## src/rtl/dma_mc_pkg.sv

```systemverilog
// dma_mc_pkg: shared types and constants for the multi-channel DMA controller.
//   state_e      - transfer engine FSM states
//   ACC_*        - access-type encodings driven on chk_type_o
//   ERR_*        - per-channel completion codes reported on err_code_o
package dma_mc_pkg;

  typedef enum logic [2:0] {
    ST_IDLE   = 3'd0,
    ST_CHK_LD = 3'd1,
    ST_LOAD   = 3'd2,
    ST_CHK_ST = 3'd3,
    ST_STORE  = 3'd4,
    ST_FIN    = 3'd5
  } state_e;

  localparam logic [2:0] ACC_READ  = 3'b001;
  localparam logic [2:0] ACC_WRITE = 3'b010;

  localparam logic [1:0] ERR_OK      = 2'd0;
  localparam logic [1:0] ERR_LD_DENY = 2'd1;
  localparam logic [1:0] ERR_ST_DENY = 2'd2;
  localparam logic [1:0] ERR_ABORT   = 2'd3;

endpackage

```

## src/rtl/dma_mc_if.sv

```systemverilog
// dma_mc_if: permission-check and memory-burst bus of the DMA engine.
// Signal suffixes are from the DMA's point of view (_o driven by the DMA).
//   chk_valid_o/chk_addr_o/chk_type_o : check request, one address per cycle
//   chk_allow_i                       : combinational PMP verdict, same cycle
//   mem_req_o/mem_we_o/mem_addr_o/mem_len_o/mem_ch_o : burst request
//   mem_gnt_i/mem_done_i              : burst accepted / burst completed
// Handshake: a burst is transferred on the cycle where mem_req_o and
// mem_gnt_i are both high; request fields are stable while mem_req_o waits;
// mem_done_i may arrive in the grant cycle or any later cycle.
// Modports: master (DMA side), slave (checker/memory side).
interface dma_mc_if #(
  parameter int ADDR_W = 64,
  parameter int LEN_W  = 16,
  parameter int CH_W   = 2
);
  logic              chk_valid_o;
  logic [ADDR_W-1:0] chk_addr_o;
  logic [2:0]        chk_type_o;
  logic              chk_allow_i;
  logic              mem_req_o;
  logic              mem_we_o;
  logic [ADDR_W-1:0] mem_addr_o;
  logic [LEN_W-1:0]  mem_len_o;
  logic [CH_W-1:0]   mem_ch_o;
  logic              mem_gnt_i;
  logic              mem_done_i;

  modport master (
    output chk_valid_o, chk_addr_o, chk_type_o,
    output mem_req_o, mem_we_o, mem_addr_o, mem_len_o, mem_ch_o,
    input  chk_allow_i, mem_gnt_i, mem_done_i
  );

  modport slave (
    input  chk_valid_o, chk_addr_o, chk_type_o,
    input  mem_req_o, mem_we_o, mem_addr_o, mem_len_o, mem_ch_o,
    output chk_allow_i, mem_gnt_i, mem_done_i
  );
endinterface

```

## src/rtl/dma_mc_rr_arb.sv

```systemverilog
// dma_rr_arb: combinational round-robin arbiter.
//   req_i : request vector, one bit per channel
//   ptr_i : highest-priority channel index
//   gnt_o : lowest requesting index at or after ptr_i (wrapping)
//   any_o : at least one request present
module dma_rr_arb #(
  parameter int NUM_CH = 4,
  parameter int CH_W   = 2
) (
  input  logic [NUM_CH-1:0] req_i,
  input  logic [CH_W-1:0]   ptr_i,
  output logic [CH_W-1:0]   gnt_o,
  output logic              any_o
);

  // Rotate so bit 0 is the channel at ptr_i, then take the first set bit.
  logic [2*NUM_CH-1:0] w_dbl;
  logic [NUM_CH-1:0]   w_rot;

  assign w_dbl = {req_i, req_i} >> ptr_i;
  assign w_rot = w_dbl[NUM_CH-1:0];

  always_comb begin
    logic [CH_W:0] v_sum;
    gnt_o = '0;
    any_o = 1'b0;
    v_sum = '0;
    for (int i = 0; i < NUM_CH; i++) begin
      if (!any_o && w_rot[i]) begin
        any_o = 1'b1;
        v_sum = {1'b0, ptr_i} + (CH_W+1)'(i);
        if (v_sum >= (CH_W+1)'(NUM_CH)) v_sum = v_sum - (CH_W+1)'(NUM_CH);
        gnt_o = v_sum[CH_W-1:0];
      end
    end
  end

endmodule

```

## src/rtl/dma_mc.sv

```systemverilog
// dma_mc: multi-channel PMP-checked DMA controller.
// NUM_CH descriptors share one engine, granted round-robin. Each transfer
// checks every source word (read), issues one load burst, checks every
// destination word (write), issues one store burst, then reports a code.
// Ports:
//   clk_i, rst_i               : clock, synchronous active-high reset
//   start_i/abort_i/done_clr_i : per-channel control pulses
//   cfg_len_i/cfg_src_i/cfg_dst_i : packed per-channel descriptors
//   busy_o/done_o/err_code_o   : per-channel status
//   dbg_state_o                : engine FSM state
//   bus                        : check + memory bus (dma_mc_if.master)
// Optional: DMA_MC_TIMEOUT_EN adds a TIMEOUT_CYCLES watchdog on LOAD/STORE.
module dma_mc
  import dma_mc_pkg::*;
#(
  parameter int NUM_CH         = 4,
  parameter int ADDR_W         = 64,
  parameter int LEN_W          = 16,
  parameter int WORD_BYTES     = 8,
  parameter int TIMEOUT_CYCLES = 1024
) (
  input  logic                   clk_i,
  input  logic                   rst_i,
  input  logic [NUM_CH-1:0]      start_i,
  input  logic [NUM_CH-1:0]      abort_i,
  input  logic [NUM_CH-1:0]      done_clr_i,
  input  logic [NUM_CH*LEN_W-1:0]  cfg_len_i,
  input  logic [NUM_CH*ADDR_W-1:0] cfg_src_i,
  input  logic [NUM_CH*ADDR_W-1:0] cfg_dst_i,
  output logic [NUM_CH-1:0]      busy_o,
  output logic [NUM_CH-1:0]      done_o,
  output logic [NUM_CH*2-1:0]    err_code_o,
  output state_e                 dbg_state_o,
  dma_mc_if.master               bus
);

  localparam int CH_W  = (NUM_CH > 1) ? $clog2(NUM_CH) : 1;
  localparam int WB_SH = $clog2(WORD_BYTES);
  localparam logic [ADDR_W-1:0] ALIGN_MASK = ~(ADDR_W'(WORD_BYTES - 1));

  state_e            r_state, w_state_nxt;
  logic [CH_W-1:0]   r_cur, w_cur_nxt;
  logic [CH_W-1:0]   r_rr_ptr, w_rr_nxt;
  logic [LEN_W-1:0]  r_idx, w_idx_nxt;
  logic [1:0]        r_err_cur, w_err_nxt;
  logic              r_gnt_seen, w_gnt_seen_nxt;
  logic              r_abort_req, w_abort_nxt;
  logic              w_fin;

  logic [LEN_W-1:0]  r_len [NUM_CH];
  logic [ADDR_W-1:0] r_src [NUM_CH];
  logic [ADDR_W-1:0] r_dst [NUM_CH];
  logic [NUM_CH-1:0] r_busy, r_done;
  logic [NUM_CH*2-1:0] r_err;

  logic [NUM_CH-1:0] w_req, w_act_mask;
  logic [CH_W-1:0]   w_gnt;
  logic              w_any, w_abort_cur, w_mem_st;
  logic [LEN_W-1:0]  w_cur_len;
  logic [ADDR_W-1:0] w_cur_src, w_cur_dst;

  assign busy_o      = r_busy;
  assign done_o      = r_done;
  assign err_code_o  = r_err;
  assign dbg_state_o = r_state;

  assign w_cur_len = r_len[r_cur];
  assign w_cur_src = r_src[r_cur];
  assign w_cur_dst = r_dst[r_cur];

  // Channel owned by the engine (any state but IDLE).
  always_comb begin
    w_act_mask = '0;
    for (int i = 0; i < NUM_CH; i++)
      w_act_mask[i] = (r_state != ST_IDLE) && (r_cur == CH_W'(i));
  end

  assign w_abort_cur = |(abort_i & w_act_mask);
  // A pending channel aborted this cycle must not be granted this cycle.
  assign w_req = r_busy & ~abort_i;

  dma_rr_arb #(.NUM_CH(NUM_CH), .CH_W(CH_W)) u_arb (
    .req_i (w_req),
    .ptr_i (r_rr_ptr),
    .gnt_o (w_gnt),
    .any_o (w_any)
  );

`ifdef DMA_MC_TIMEOUT_EN
  logic [31:0] r_tmo;
  logic        w_tmo_hit;
  assign w_tmo_hit = (r_tmo == 32'(TIMEOUT_CYCLES - 1));

  // Restarts on every state change, so it is zero on the first LOAD/STORE cycle.
  always_ff @(posedge clk_i) begin
    if (rst_i || (w_state_nxt != r_state)) r_tmo <= '0;
    else if (w_mem_st)                     r_tmo <= r_tmo + 32'd1;
  end
`else
  logic        w_tmo_hit;
  logic [31:0] w_unused_tmo;
  assign w_tmo_hit    = 1'b0;
  assign w_unused_tmo = 32'(TIMEOUT_CYCLES);
`endif

  assign w_mem_st = (r_state == ST_LOAD) || (r_state == ST_STORE);

  always_comb begin
    w_state_nxt    = r_state;
    w_cur_nxt      = r_cur;
    w_rr_nxt       = r_rr_ptr;
    w_idx_nxt      = r_idx;
    w_err_nxt      = r_err_cur;
    w_gnt_seen_nxt = r_gnt_seen;
    w_abort_nxt    = r_abort_req;
    w_fin          = 1'b0;
    bus.chk_valid_o = 1'b0;
    bus.chk_addr_o  = '0;
    bus.chk_type_o  = ACC_READ;
    bus.mem_req_o   = 1'b0;
    bus.mem_we_o    = 1'b0;
    bus.mem_addr_o  = '0;
    bus.mem_len_o   = '0;
    bus.mem_ch_o    = '0;

    case (r_state)
      ST_IDLE: begin
        if (w_any) begin
          w_cur_nxt   = w_gnt;
          w_idx_nxt   = r_len[w_gnt] - LEN_W'(1);
          w_rr_nxt    = (w_gnt == CH_W'(NUM_CH - 1)) ? '0 : w_gnt + CH_W'(1);
          w_err_nxt   = ERR_OK;
          w_abort_nxt = 1'b0;
          w_state_nxt = ST_CHK_LD;
        end
      end

      ST_CHK_LD, ST_CHK_ST: begin
        if (w_cur_len == '0) begin
          // Zero-length descriptor: no checks, no bursts.
          w_err_nxt   = ERR_OK;
          w_state_nxt = ST_FIN;
        end else begin
          bus.chk_valid_o = 1'b1;
          bus.chk_type_o  = (r_state == ST_CHK_ST) ? ACC_WRITE : ACC_READ;
          bus.chk_addr_o  = ((r_state == ST_CHK_ST) ? w_cur_dst : w_cur_src)
                            + (ADDR_W'(r_idx) << WB_SH);
          if (w_abort_cur) begin
            w_err_nxt   = ERR_ABORT;
            w_state_nxt = ST_FIN;
          end else if (!bus.chk_allow_i) begin
            w_err_nxt   = (r_state == ST_CHK_ST) ? ERR_ST_DENY : ERR_LD_DENY;
            w_state_nxt = ST_FIN;
          end else if (r_idx == '0) begin
            w_gnt_seen_nxt = 1'b0;
            w_state_nxt    = (r_state == ST_CHK_ST) ? ST_STORE : ST_LOAD;
          end else begin
            w_idx_nxt = r_idx - LEN_W'(1);
          end
        end
      end

      ST_LOAD, ST_STORE: begin
        bus.mem_req_o  = !r_gnt_seen;
        bus.mem_we_o   = (r_state == ST_STORE);
        bus.mem_addr_o = (r_state == ST_STORE) ? w_cur_dst : w_cur_src;
        bus.mem_len_o  = w_cur_len;
        bus.mem_ch_o   = r_cur;
        if (bus.mem_gnt_i) w_gnt_seen_nxt = 1'b1;
        // An abort here is remembered and honoured once the burst completes.
        if (w_abort_cur) w_abort_nxt = 1'b1;
        if ((r_gnt_seen || bus.mem_gnt_i) && bus.mem_done_i) begin
          if (r_abort_req || w_abort_cur) begin
            w_err_nxt   = ERR_ABORT;
            w_state_nxt = ST_FIN;
          end else if (r_state == ST_LOAD) begin
            w_idx_nxt   = w_cur_len - LEN_W'(1);
            w_state_nxt = ST_CHK_ST;
          end else begin
            w_state_nxt = ST_FIN;
          end
        end else if (w_tmo_hit) begin
          w_err_nxt   = ERR_ABORT;
          w_state_nxt = ST_FIN;
        end
      end

      ST_FIN: begin
        w_fin       = 1'b1;
        w_state_nxt = ST_IDLE;
      end

      default: w_state_nxt = ST_IDLE;
    endcase
  end

  always_ff @(posedge clk_i) begin
    if (rst_i) begin
      r_state     <= ST_IDLE;
      r_cur       <= '0;
      r_rr_ptr    <= '0;
      r_idx       <= '0;
      r_err_cur   <= ERR_OK;
      r_gnt_seen  <= 1'b0;
      r_abort_req <= 1'b0;
    end else begin
      r_state     <= w_state_nxt;
      r_cur       <= w_cur_nxt;
      r_rr_ptr    <= w_rr_nxt;
      r_idx       <= w_idx_nxt;
      r_err_cur   <= w_err_nxt;
      r_gnt_seen  <= w_gnt_seen_nxt;
      r_abort_req <= w_abort_nxt;
    end
  end

  // Per-channel descriptor and status. Start beats done_clr and abort on an
  // idle channel; completion and pending-abort only apply while busy.
  always_ff @(posedge clk_i) begin
    if (rst_i) begin
      r_busy <= '0;
      r_done <= '0;
      r_err  <= '0;
    end else begin
      for (int c = 0; c < NUM_CH; c++) begin
        if (start_i[c] && !r_busy[c]) begin
          r_len[c]       <= cfg_len_i[c*LEN_W +: LEN_W];
          r_src[c]       <= cfg_src_i[c*ADDR_W +: ADDR_W] & ALIGN_MASK;
          r_dst[c]       <= cfg_dst_i[c*ADDR_W +: ADDR_W] & ALIGN_MASK;
          r_busy[c]      <= 1'b1;
          r_done[c]      <= 1'b0;
          r_err[c*2 +: 2] <= ERR_OK;
        end else if (r_busy[c]) begin
          if (w_fin && w_act_mask[c]) begin
            r_busy[c]      <= 1'b0;
            r_done[c]      <= 1'b1;
            r_err[c*2 +: 2] <= r_err_cur;
          end else if (abort_i[c] && !w_act_mask[c]) begin
            r_busy[c]      <= 1'b0;
            r_done[c]      <= 1'b1;
            r_err[c*2 +: 2] <= ERR_ABORT;
          end
        end else if (done_clr_i[c]) begin
          r_done[c]      <= 1'b0;
          r_err[c*2 +: 2] <= ERR_OK;
        end
      end
    end
  end

endmodule

```

## src/flat_wrapper.sv

```systemverilog
// flat-port wrapper written by rule: the top's interface ports become plain ports
module dma_mc_flat import dma_mc_pkg::*;
#(
  parameter int NUM_CH         = 4,
  parameter int ADDR_W         = 64,
  parameter int LEN_W          = 16,
  parameter int WORD_BYTES     = 8,
  parameter int TIMEOUT_CYCLES = 1024
)
  (clk_i, rst_i, start_i, abort_i, done_clr_i, cfg_len_i, cfg_src_i, cfg_dst_i, busy_o, done_o, err_code_o, dbg_state_o, bus_chk_valid_o, bus_chk_addr_o, bus_chk_type_o, bus_mem_req_o, bus_mem_we_o, bus_mem_addr_o, bus_mem_len_o, bus_mem_ch_o, bus_chk_allow_i, bus_mem_gnt_i, bus_mem_done_i);
  dma_mc_if #(.ADDR_W(ADDR_W), .LEN_W(LEN_W), .CH_W((2))) bus_i ();
  input  logic clk_i;
  input  logic rst_i;
  input  logic [NUM_CH-1:0] start_i;
  input  logic [NUM_CH-1:0] abort_i;
  input  logic [NUM_CH-1:0] done_clr_i;
  input  logic [NUM_CH*LEN_W-1:0] cfg_len_i;
  input  logic [NUM_CH*ADDR_W-1:0] cfg_src_i;
  input  logic [NUM_CH*ADDR_W-1:0] cfg_dst_i;
  output logic [NUM_CH-1:0] busy_o;
  output logic [NUM_CH-1:0] done_o;
  output logic [NUM_CH*2-1:0] err_code_o;
  output state_e dbg_state_o;
  output wire logic [$bits(bus_i.chk_valid_o)-1:0] bus_chk_valid_o;
  output wire logic [$bits(bus_i.chk_addr_o)-1:0] bus_chk_addr_o;
  output wire logic [$bits(bus_i.chk_type_o)-1:0] bus_chk_type_o;
  output wire logic [$bits(bus_i.mem_req_o)-1:0] bus_mem_req_o;
  output wire logic [$bits(bus_i.mem_we_o)-1:0] bus_mem_we_o;
  output wire logic [$bits(bus_i.mem_addr_o)-1:0] bus_mem_addr_o;
  output wire logic [$bits(bus_i.mem_len_o)-1:0] bus_mem_len_o;
  output wire logic [$bits(bus_i.mem_ch_o)-1:0] bus_mem_ch_o;
  input wire logic [$bits(bus_i.chk_allow_i)-1:0] bus_chk_allow_i;
  input wire logic [$bits(bus_i.mem_gnt_i)-1:0] bus_mem_gnt_i;
  input wire logic [$bits(bus_i.mem_done_i)-1:0] bus_mem_done_i;
  assign bus_chk_valid_o = bus_i.chk_valid_o;
  assign bus_chk_addr_o = bus_i.chk_addr_o;
  assign bus_chk_type_o = bus_i.chk_type_o;
  assign bus_mem_req_o = bus_i.mem_req_o;
  assign bus_mem_we_o = bus_i.mem_we_o;
  assign bus_mem_addr_o = bus_i.mem_addr_o;
  assign bus_mem_len_o = bus_i.mem_len_o;
  assign bus_mem_ch_o = bus_i.mem_ch_o;
  assign bus_i.chk_allow_i = bus_chk_allow_i;
  assign bus_i.mem_gnt_i = bus_mem_gnt_i;
  assign bus_i.mem_done_i = bus_mem_done_i;
  dma_mc #(.NUM_CH(NUM_CH), .ADDR_W(ADDR_W), .LEN_W(LEN_W), .WORD_BYTES(WORD_BYTES), .TIMEOUT_CYCLES(TIMEOUT_CYCLES)) u_core (.clk_i(clk_i), .rst_i(rst_i), .start_i(start_i), .abort_i(abort_i), .done_clr_i(done_clr_i), .cfg_len_i(cfg_len_i), .cfg_src_i(cfg_src_i), .cfg_dst_i(cfg_dst_i), .busy_o(busy_o), .done_o(done_o), .err_code_o(err_code_o), .dbg_state_o(dbg_state_o), .bus(bus_i));
endmodule
```

## config.mk

```make
export PLATFORM = sky130hd
export DESIGN_NAME = dma_mc_flat
export DESIGN_NICKNAME = d
export VERILOG_FILES = /design/src/rtl/dma_mc_pkg.sv /design/src/rtl/dma_mc_if.sv /design/src/rtl/dma_mc_rr_arb.sv /design/src/rtl/dma_mc.sv /design/src/flat_wrapper.sv
export SDC_FILE = /design/constraint.sdc
export NUM_CORES = 1
export LEC_CHECK = 0
export CELL_PAD_IN_SITES_DETAIL_PLACEMENT = 1
export CELL_PAD_IN_SITES_GLOBAL_PLACEMENT = 1
export CORE_AREA = 2 2 298 300
export CTS_CLUSTER_SIZE = 16
export DETAILED_ROUTE_END_ITERATION = 16
export DIE_AREA = 0 0 300 302
export DONT_BUFFER_PORTS = 1
export HOLD_SLACK_MARGIN = 0.15
export PLACE_DENSITY = 0.57
export SETUP_SLACK_MARGIN = 0.5
export SYNTH_ARGS = -nofsm -noshare
export SYNTH_HDL_FRONTEND = slang
export SYNTH_SLANG_ARGS = --single-unit
export TNS_END_PERCENT = 100
```

## constraint.sdc

```tcl
create_clock -name clk_i -period 8.81 [get_ports clk_i]
set_clock_uncertainty 0.15 [all_clocks]
set_input_delay 1.762 -clock clk_i [delete_from_list [all_inputs] [get_ports clk_i]]
set_output_delay 1.762 -clock clk_i [all_outputs]
set_load 0.01 [all_outputs]
```

==> impl_metrics.tcl <==
set metrics [dict create \
    worstPathMaxFanout 27 \
    firstDrtPassIters 5 \
    m1WireLength_mm 36.80 \
    placed_area_mm2 0.02822 \
    viasPerCell 5.611 \
    hold_slack_ps 385.3 \
    cts_buffers 70 \
    p_seq_frac 0.445 \
    synthAdderAreaFrac 0.009569 \
    power_leakage_nw 10.19 \
    period_share 0.8814 \
    vias 16610 \
    syn_avg_cell_area_um2 15.71 \
    grt_pass1_wl_mm 135.1 \
    hold_violations 0 \
    ant_nets 0 \
    synth_top_family_by_area "multiplexers" \
    dominantRegCellSynth "edfxtp_1" \
    drive_gt1_frac 0.1703 \
    ir_drop_v 0.0002363 \
    grt_start_max_net_pins 67 \
    cap_violations 0 \
    swShare 0.2860 \
    finalSetupViolations 0 \
    setup-tns-final_ps 0 \
    finalCriticalPeriod_ps 7765 \
    yosysWarnings 0 \
    slew_violations 0 \
    wirelength_mm 98.75 \
    clk_pin_slew_ps 50 \
    crit_chain "nand3b_1 -> buf_4 -> nand2_1 -> nand2_1 -> ha_1 -> inv_1 -> fa_1 -> nor2b_1 -> o21ai_0 -> a21oi_1 -> o311a_1 -> o311ai_2 -> a2111oi_2 -> a21oi_1 -> nor3b_1" \
    worst_slew_pin_slew_ps 1188 \
    die_h_um 302 \
    worstSetupPathType "reg2out" \
    async_flop_share 0 \
    synth_compound_area_frac 0.07827 \
    die_area_mm2 0.09060 \
    wl_met2_mm 50.71 \
    worstPathArrival_ps 5850 \
    port_buffers 0 \
    ctsHoldBuffers 0 \
    clock-sinks 597 \
    synth.distinct_cells 89 \
    worstHoldPathType "reg2reg" \
    die_x_um 300 \
    pwr-share-comb 0.170 \
    yosysSeqAreaShare 0.6489 \
    synth_largest_area_cell "edfxtp_1" \
    drt-initial-drc-count 1370 \
    grt_overflow_total 0 \
    status "finished, final reports clean" \
    grt_pass1_vias 17440 \
    rows 109 \
    synthCells 1715 \
    cts_setup_buffers 0 \
    p_int_mw 5.438 \
    cts_tree "built" \
    drc 0 \
    synth-edff-count 552 \
    synth-xor-area-share 0.01463 \
    highest_layer "met5" \
    cts-htree-levels 3 \
    worstPathRequired_ps 6900 \
    post_cts_resized 0 \
    stdcell_area_mm2 0.03053 \
    ys_top_cells_by_area "edfxtp_1 62%, mux4_2 10%, dfxtp_1 3.3%" \
    fin_nets 2338 \
    gp_congestion 0.9212 \
    synth_top_cell_area_share 0.6154 \
    cts_buffer_depth 3 \
    root_buffer "clkbuf_16" \
    cp_slowest_cell "a2111oi_2" \
    initial_core_util 0.3076 \
    clk_latency_ps 640 \
    rsz0062_at_grt "false" \
    clockPowerShare 0.385 \
    ys_ff_latch 597 \
    ioPinCount 764 \
    areaGrowthSynthToFinish_pct 13.36 \
    critical_path.max_stage_delay_ps 770 \
    synthMuxAreaShare 0.1415 \
    cp-start-kind "flop" \
    syn_area_mm2 0.02693 \
    antenna_found_initial 17 \
    critPathCaptureType "primary output" \
    wl_per_cell_um 33.36 \
    switchingPower_mw 2.178 \
    track_usage 0.2107 \
    dr_wl_met3_mm 7.988 \
    synth-simple-area-share 0.08269 \
    slew-limit-headroom 0.2078 \
    fp.coreArea_mm2 0.08756 \
    p_per_area_mw_per_mm2 249.4 \
    max_freq_mhz 128.8 \
    dpl.hpwl_mm 72.24 \
]
-- registers in the layout, summed over array words and instances (netlist names), named ones only --
signal,cells
u_core.busy_o,4
u_core.dbg_state_o,3
u_core.done_o,4
u_core.err_code_o,8
u_core.r_abort_req,1
u_core.r_cur,2
u_core.r_dst,244
u_core.r_err_cur,2
u_core.r_gnt_seen,1
u_core.r_idx,16
u_core.r_len,64
u_core.r_rr_ptr,2
u_core.r_src,244
-- synth_stat cells, types with 22 or more instances --
cell and number:
o21ai_0 36, a22o_1 66, nand2_1 120, and2_1 26
dfxtp_1 45, a21oi_1 68, nand3_1 29, edfxtp_1 552
clkbuf_1 45, inv_1 23, mux2i_1 57, nor3_1 36
nor2_1 91, xnor2_1 29, mux4_2 122, buf_4 22
-- kinds of logic after synthesis --
group | after synthesis
XOR/XNOR | 45
adder cells (fa/ha/maj) | 20
other | 1
multiplexers | 200
AND/OR/NAND/NOR | 435
AO/OA/AOI/OAI | 291
buffers and inverters | 126
flip-flops | 597
-- critical path, delay by kind of cell, from the launching register on --
family | cells | cell delay, ps
AOI/OAI and AO/OA | 6 | 2010
and+or+nand+nor | 5 | 1390
DFF | 1 | 710
adders and majority gates | 2 | 570
buffers and inverters | 2 | 530
-- stage by stage --
step	total power [mW]	utilization	setup WS, ps	instances
after floorplan	4.320	-	105.6	1721
after global placement	4.714	0.3223	1597	2818
after detailed placement	4.745	0.3223	1522	2818
after CTS	7.682	0.3483	810.1	2944
after global routing	7.868	0.3487	606.0	2957
final	7.616	0.3487	1045	2960
-- worst paths after layout --
kind	slack (ps)	from	cells past startpoint	end
max	1040	u_core.dbg_state_o[2]	15	bus_chk_addr_o[37]
min	390	u_core.r_abort_req	2	u_core.r_abort_req
max reg2reg	4050	flop	10	u_core.r_idx[12]
min reg2reg	390	u_core.r_abort_req	2	u_core.r_abort_req
-- power by group through the flow --
stage          Sequential, mW  Clock [mW]  Combinational [mW]
2_1_floorplan            3.40           0               0.925
3_3_place_gp             3.44           0                1.28
3_5_place_dp             3.45           0                1.30
4_1_cts                  3.39        2.99                1.31
5_1_grt                  3.40        3.07                1.40
6_report                 3.39        2.93                1.29
-- placed cells by master (no fill, tap or decap), drive strengths merged, types with 19 or more instances in the layout --
| cell type | count |
|---|---|
| mux4 | 139 |
| clkinv | 25 |
| dfxtp | 45 |
| edfxtp | 552 |
| buf | 33 |
| nand2 | 121 |
| o21ai | 38 |
| mux2i | 57 |
| and2 | 26 |
| nor3 | 38 |
| a21oi | 69 |
| nand3 | 32 |
| a22o | 66 |
| xnor2 | 29 |
| clkbuf | 90 |
| nor2 | 91 |
| nand4 | 20 |
| ha | 19 |
| inv | 28 |
-- per-layer routing --
layer | GRT usage | vias to the layer above
li1 | - | 6923
met1 | 0.2445 | 8700
met2 | 0.3659 | 827
met3 | 0.06572 | 156
met4 | 0.07726 | 4
met5 | 0 | -
-- final cells by class --
cell class | instances | area, um2
clock buffers | 90 | 1912
fillers | 8967 | 57020
repair buffers | 33 | 285.3
diodes | 16 | 40.04
multi-input cells | 998 | 8896
well taps | 1165 | 1458
inverters | 25 | 93.84
flip-flops and latches | 597 | 17480
clock inverters | 36 | 365.4
No activity file was read; power rests on OpenSTA's default activity.
